==> src/rtl/norm_pkg.sv <==
// ============================================================================
// norm_pkg: shared widths and stage payloads for norm_shift16.  Rev 1.0
// ============================================================================
`default_nettype none

package norm_pkg;

  localparam int NORM_WIDTH = 16;
  localparam int NORM_EXP_W = 8;
  localparam int NORM_POS_W = $clog2(NORM_WIDTH);

  // Payload leaving the coarse stage; fine holds the residual shift in_pos[1:0].
  typedef struct packed {
    logic [NORM_WIDTH-1:0] mant;
    logic [NORM_EXP_W-1:0] exp;
    logic                  zero;
    logic                  uflow;
    logic [1:0]            fine;
  } stage_t;

  typedef struct packed {
    logic [NORM_WIDTH-1:0] mant;
    logic [NORM_EXP_W-1:0] exp;
    logic                  zero;
    logic                  uflow;
  } result_t;

endpackage

`default_nettype wire

==> src/rtl/norm_pipe_reg.sv <==
// ============================================================================
// norm_pipe_reg: single valid/ready register stage with full-rate pass-through.  Rev 1.0
// ============================================================================
`default_nettype none

module norm_pipe_reg #(
  parameter int DATA_W = 8
) (
  input  logic              clk,
  input  logic              rst_n,
  input  logic              in_valid,
  output logic              in_ready,
  input  logic [DATA_W-1:0] in_data,
  output logic              out_valid,
  input  logic              out_ready,
  output logic [DATA_W-1:0] out_data
);

  logic              r_valid;
  logic [DATA_W-1:0] r_data;

  // Loads when empty or when the current word leaves this cycle.
  assign in_ready  = ~r_valid | out_ready;
  assign out_valid = r_valid;
  assign out_data  = r_data;

  always_ff @(posedge clk or negedge rst_n) begin
    if (!rst_n) begin
      r_valid <= 1'b0;
      r_data  <= '0;
    end else if (in_ready) begin
      r_valid <= in_valid;
      if (in_valid) begin
        r_data <= in_data;
      end
    end
  end

endmodule

`default_nettype wire

==> src/rtl/norm_shift16.sv <==
// ============================================================================
// norm_shift16: two-stage normalizer, coarse shift + flags then fine shift + exponent.  Rev 1.0
// ============================================================================
`default_nettype none

module norm_shift16
  import norm_pkg::*;
#(
  parameter int WIDTH = NORM_WIDTH,
  parameter int EXP_W = NORM_EXP_W
) (
  input  logic                     clk,
  input  logic                     rst_n,
  input  logic                     in_valid,
  output logic                     in_ready,
  input  logic [WIDTH-1:0]         in_mant,
  input  logic [EXP_W-1:0]         in_exp,
  input  logic                     in_nz,
  input  logic [$clog2(WIDTH)-1:0] in_pos,
  output logic                     out_valid,
  input  logic                     out_ready,
  output logic [WIDTH-1:0]         out_mant,
  output logic [EXP_W-1:0]         out_exp,
  output logic                     out_zero,
  output logic                     out_uflow
);

  localparam int POS_W = $clog2(WIDTH);

  logic [POS_W-1:0] w_coarse_amt;
  logic [EXP_W:0]   w_coarse_diff;
  logic             w_uflow;
  logic             w_zero;
  stage_t           w_s1_d;
  stage_t           w_s1_q;
  result_t          w_s2_d;
  result_t          w_s2_q;
  logic             w_s1_valid;
  logic             w_s2_ready;

  assign w_coarse_amt  = {in_pos[POS_W-1:2], 2'b00};
  assign w_coarse_diff = {1'b0, in_exp} - {{(EXP_W+1-POS_W){1'b0}}, w_coarse_amt};

  // Total borrow of in_exp - in_pos: either the coarse step borrows, or the
  // remaining fine amount exceeds what is left.
  assign w_uflow = in_nz & (w_coarse_diff[EXP_W] |
                   (w_coarse_diff[EXP_W-1:0] < {{(EXP_W-2){1'b0}}, in_pos[1:0]}));
  assign w_zero  = ~in_nz | w_uflow;

  always_comb begin
    w_s1_d       = '0;
    w_s1_d.zero  = w_zero;
    w_s1_d.uflow = w_uflow;
    w_s1_d.fine  = in_pos[1:0];
    if (!w_zero) begin
      w_s1_d.mant = in_mant << w_coarse_amt;
      w_s1_d.exp  = w_coarse_diff[EXP_W-1:0];
    end
  end

  norm_pipe_reg #(
    .DATA_W ($bits(stage_t))
  ) u_s1 (
    .clk       (clk),
    .rst_n     (rst_n),
    .in_valid  (in_valid),
    .in_ready  (in_ready),
    .in_data   (w_s1_d),
    .out_valid (w_s1_valid),
    .out_ready (w_s2_ready),
    .out_data  (w_s1_q)
  );

  // Zero results keep mant/exp at 0; the fine subtract is skipped so exp cannot wrap.
  always_comb begin
    w_s2_d       = '0;
    w_s2_d.zero  = w_s1_q.zero;
    w_s2_d.uflow = w_s1_q.uflow;
    if (!w_s1_q.zero) begin
      w_s2_d.mant = w_s1_q.mant << w_s1_q.fine;
      w_s2_d.exp  = w_s1_q.exp - {{(EXP_W-2){1'b0}}, w_s1_q.fine};
    end
  end

  norm_pipe_reg #(
    .DATA_W ($bits(result_t))
  ) u_s2 (
    .clk       (clk),
    .rst_n     (rst_n),
    .in_valid  (w_s1_valid),
    .in_ready  (w_s2_ready),
    .in_data   (w_s2_d),
    .out_valid (out_valid),
    .out_ready (out_ready),
    .out_data  (w_s2_q)
  );

  assign out_mant  = w_s2_q.mant;
  assign out_exp   = w_s2_q.exp;
  assign out_zero  = w_s2_q.zero;
  assign out_uflow = w_s2_q.uflow;

endmodule

`default_nettype wire

==> config.mk <==
export PLATFORM = sky130hd
export DESIGN_NAME = norm_shift16
export DESIGN_NICKNAME = d
export VERILOG_FILES = /design/src/rtl/norm_pkg.sv /design/src/rtl/norm_pipe_reg.sv /design/src/rtl/norm_shift16.sv
export SDC_FILE = /design/constraint.sdc
export NUM_CORES = 1
export LEC_CHECK = 0
export BUFFER_PORTS_ARGS = -buffer_cell sky130_fd_sc_hd__buf_2
export CAP_MARGIN = 5
export CORE_ASPECT_RATIO = 1.4
export CORE_MARGIN = 3
export CORE_UTILIZATION = 60
export CTS_CLUSTER_DIAMETER = 100
export DETAILED_ROUTE_END_ITERATION = 10
export GPL_TIMING_DRIVEN = 0
export MAX_ROUTING_LAYER = met4
export PLACE_DENSITY = 0.84
export SYNTH_ARGS = -nofsm -noshare
export SYNTH_HDL_FRONTEND = slang
export SYNTH_HIERARCHICAL = 1
export SYNTH_SLANG_ARGS = --single-unit
==> constraint.sdc <==
create_clock -name clk -period 4.1 [get_ports clk]
set_clock_uncertainty 0.1 [all_clocks]
set_input_delay 0.205 -clock clk [delete_from_list [all_inputs] [get_ports clk]]
set_output_delay 0.205 -clock clk [all_outputs]
set_load 0.02 [all_outputs]
==> summary.md <==
| Metric | Value |
|---|---|
| HP Start | in_valid |
| Synth Area in Simple Gates | 17.6% |
| Core Area | 5690 um2 |
| Post-Synth XOR/XNOR Area | 1.93% |
| Final Cell Area | 4150 um2 |
| Setup WS post-layout | 1340 ps |
| Post-synthesis adder-cell area fraction | 2.83% |
| DP Area | 4010 um2 |
| Crit-path max FO | 10 |
| Worst path arrival time | 2860 ps |
| Vias in the first global route | 2474 |
| Share of the synthesized area in the top cell type | 38.6% |
| VDD IR-drop max | 0.000173 V |
| Mapped Area | 3630 um2 |
| Most common cell after layout, fill and taps aside | buf_2 |
| Synthesis-to-layout area growth | 14.4% |
| CP Cell Sequence | buf_2, buf_2, inv_1, fa_1, or3_1, nor3_1, xnor2_1, nor2_1, mux2_4 |
| Setup tns final | 0 ps |
| Tcrit/Tclk final | 67.4% |
| Cts bufs inserted | 5 |
| Post-route antenna net violation count | 0 |
| Syn avg cell area | 12.9 um2 |
| # nets final | 391 |
| CP Buf/Inv Count | 3 |
| Total GRT Usage | 21.5% |
| Unrepaired setup endpoints after global routing | false |
| # placed instances | 410 |
| Max-slew headroom | 71.3% |
| Run status | complete, no violations |
| Die W | 71.7 um |
| Critical Path Max Stage Delay | 460 ps |
| # Max-Cap Violations | 0 |
| Startpoint Class | flip-flop |
| Antenna cells | 0 |
| Total die area | 7030 um2 |
| Sequential element share of the synthesized area | 38.6% |
| Clock transition at path regs | 90 ps |
| Initial antenna violation count | 0 |
| H-tree levels | 2 |
| Setup-failing EPs final | 0 |
| First-pass GRT wire length | 11700 um |
| Dpl hpwl | 5400 um |
| CTS root buf | clkbuf_8 |
| Leading area contributor after synthesis | dfrtp_1 |
| Largest family of logic cells by synthesized area | multiplexers |
| Worst r2r src | u_s1/out_data[1] |
| Critical Path RT | 4190 ps |
| Mux cell area share after synthesis | 31.1% |
| Largest net degree at the start of global routing | 57 |
| Top Ports | 61 |
| Top Family by Delay on Critical Path | buffers and inverters |
| Via density | 5.62 |
| Layout cells sized above 1 | 48.0% |
| Yosys Warn Count | 6 |
| Die height | 98.0 um |
| Slowest CP cell | fa_1 |
| Ranking of synthesized cells by area | dfrtp_1 (39%), mux2_4 (17%), mux4_2 (7.5%), mux2_2 (4.3%), nor2b_1 (3.3%) |
| Cell variety after synth | 42 |
| Routed WL per cell | 16.1 um |
| Most frequent CP cell | buf_2 |
| Final instance count without filler cells | 420 |
| RePlAce Congestion | 0.834 |
| Crit path launch | u_s1/out_data[1] |
| Vias post-DR | 2360 |
| Total power | 1580 uW |
| Clk sink count | 56 |
| Net Count, Synth | 322 |
| P_leak | 0.00206 uW |
| CTS tree | yes |
| Total Wirelength | 6740 um |
| Pins Over Slew Limit | 0 |
| Final Hold Viols | 0 |
| Min Tclk post-route | 2760 ps |
| Grt ovf | 0 |
| Worst-Margin Slew | 430 ps |
| Initial Utilization | 63.8% |
| Pwr/cell area | 381 nW/um2 |
| CTS resizes | 0 |
| # DRC | 0 |
| Initial DRC count | 71 |
| FF+latch count, synth | 56 |
| Port bufs | 60 |
| Flop-to-flop setup slack | 1340 ps |
| Most frequent cells in the layout | buf_2 (64), dfrtp_1 (56), mux2_4 (40) |
| FP Rows | 32 |
| Setup WS pre-CTS | 1340 ps |
| Drt first pass iters | 4 |
| Hold Path Class | in -> reg |
| Complex-gate fraction of the synthesized area | 3.14% |
| Clk Latency, worst-skew pair | 300 ps |
| CTS Buffer Depth | 2 |
| Cells after synthesis | 282 |
| Crit path kind | reg -> reg |
| Critical Path End Type | flip-flop |
| FMAX | 362 MHz |
[timing repair]
item	in CTS	in global routing
setup buffers	0	0
hold buffers	0	1
hold endpoints to repair	0	14
[power breakdown]
part	leakage, uW	internal, uW	switching (uW)
logic	0.00127	278	258
clock network	0.0000552	181	161
registers	0.000736	635	67.8
total	0.00206	1090	486
[cell families after synthesis]
group	after synthesis
xor gates and xnor gates	8
and+or+nand+nor	92
adders and majority gates	7
DFF	56
AOI/OAI and AO/OA	17
buffers and inverters	26
muxes	76
[path summary, 6_finish.rpt]
path	endpoint	cells past startpoint
min	u_s1/out_valid	2
max reg2reg	u_s2/out_data[8]	9
min in group asynchronous	u_s2/out_data[8]	2
max in group asynchronous	u_s2/out_data[12]	3
min reg2reg	u_s1/out_data[1]	1
max	u_s2/out_data[8]	9
[sequential cells by signal, indices dropped and copies added (netlist names)]
register and count:
u_s2/out_valid 1, u_s2/out_data 26, u_s1/out_valid 1, u_s1/out_data 28
[through the flow]
step | hold WS, ps | util [%]
finish | 36.0 | 73.0
global route | 53.0 | 73.0
CTS | 33.2 | 72.5
detailed placement | 348 | 70.6
global placement | 347 | 70.6
floorplan | -191 | -
[Yosys cell counts, drive strengths merged]
master / n
dfrtp: 56
mux2: 54
nor2: 19
nor2b: 19
buf: 14
nor4: 13
mux4: 12
nand2b: 11
mux2i: 10
nor3: 10
inv: 8
a211oi: 6
a21oi: 5
and2: 5
ha: 5
xor2: 5
clkbuf: 4
nand2: 4
nor3b: 3
xnor2: 3
fa: 2
nand3: 2
a21boi: 1
a31oi: 1
and3b: 1
nand4b: 1
nor4b: 1
o21a: 1
o21ai: 1
o21ba: 1
o31ai: 1
or2: 1
or3: 1
or4: 1
[layout make-up]
type                       instances  area (um2)
clock inverter                     2        35.0
buffer                            18         144
fill                             386        1540
tap                               68        85.1
multi-input combinational        200        2050
sequential                        56        1400
clock buffer                       6        72.6
inverter                           8        30.0
timing repair buffer              62         330
[routing by layer]
| layer | share of wire (%) | GRT usage, % | vias up |
|---|---|---|---|
| met5 | 0 | - | - |
| met4 | 2.1 | 6.66 | 0 |
| met3 | 3.7 | 2.68 | 12 |
| met2 | 54 | 37.3 | 72 |
| met1 | 40 | 25.6 | 1123 |
| li1 | - | - | 1153 |
Power figures use the tool's default switching activity.
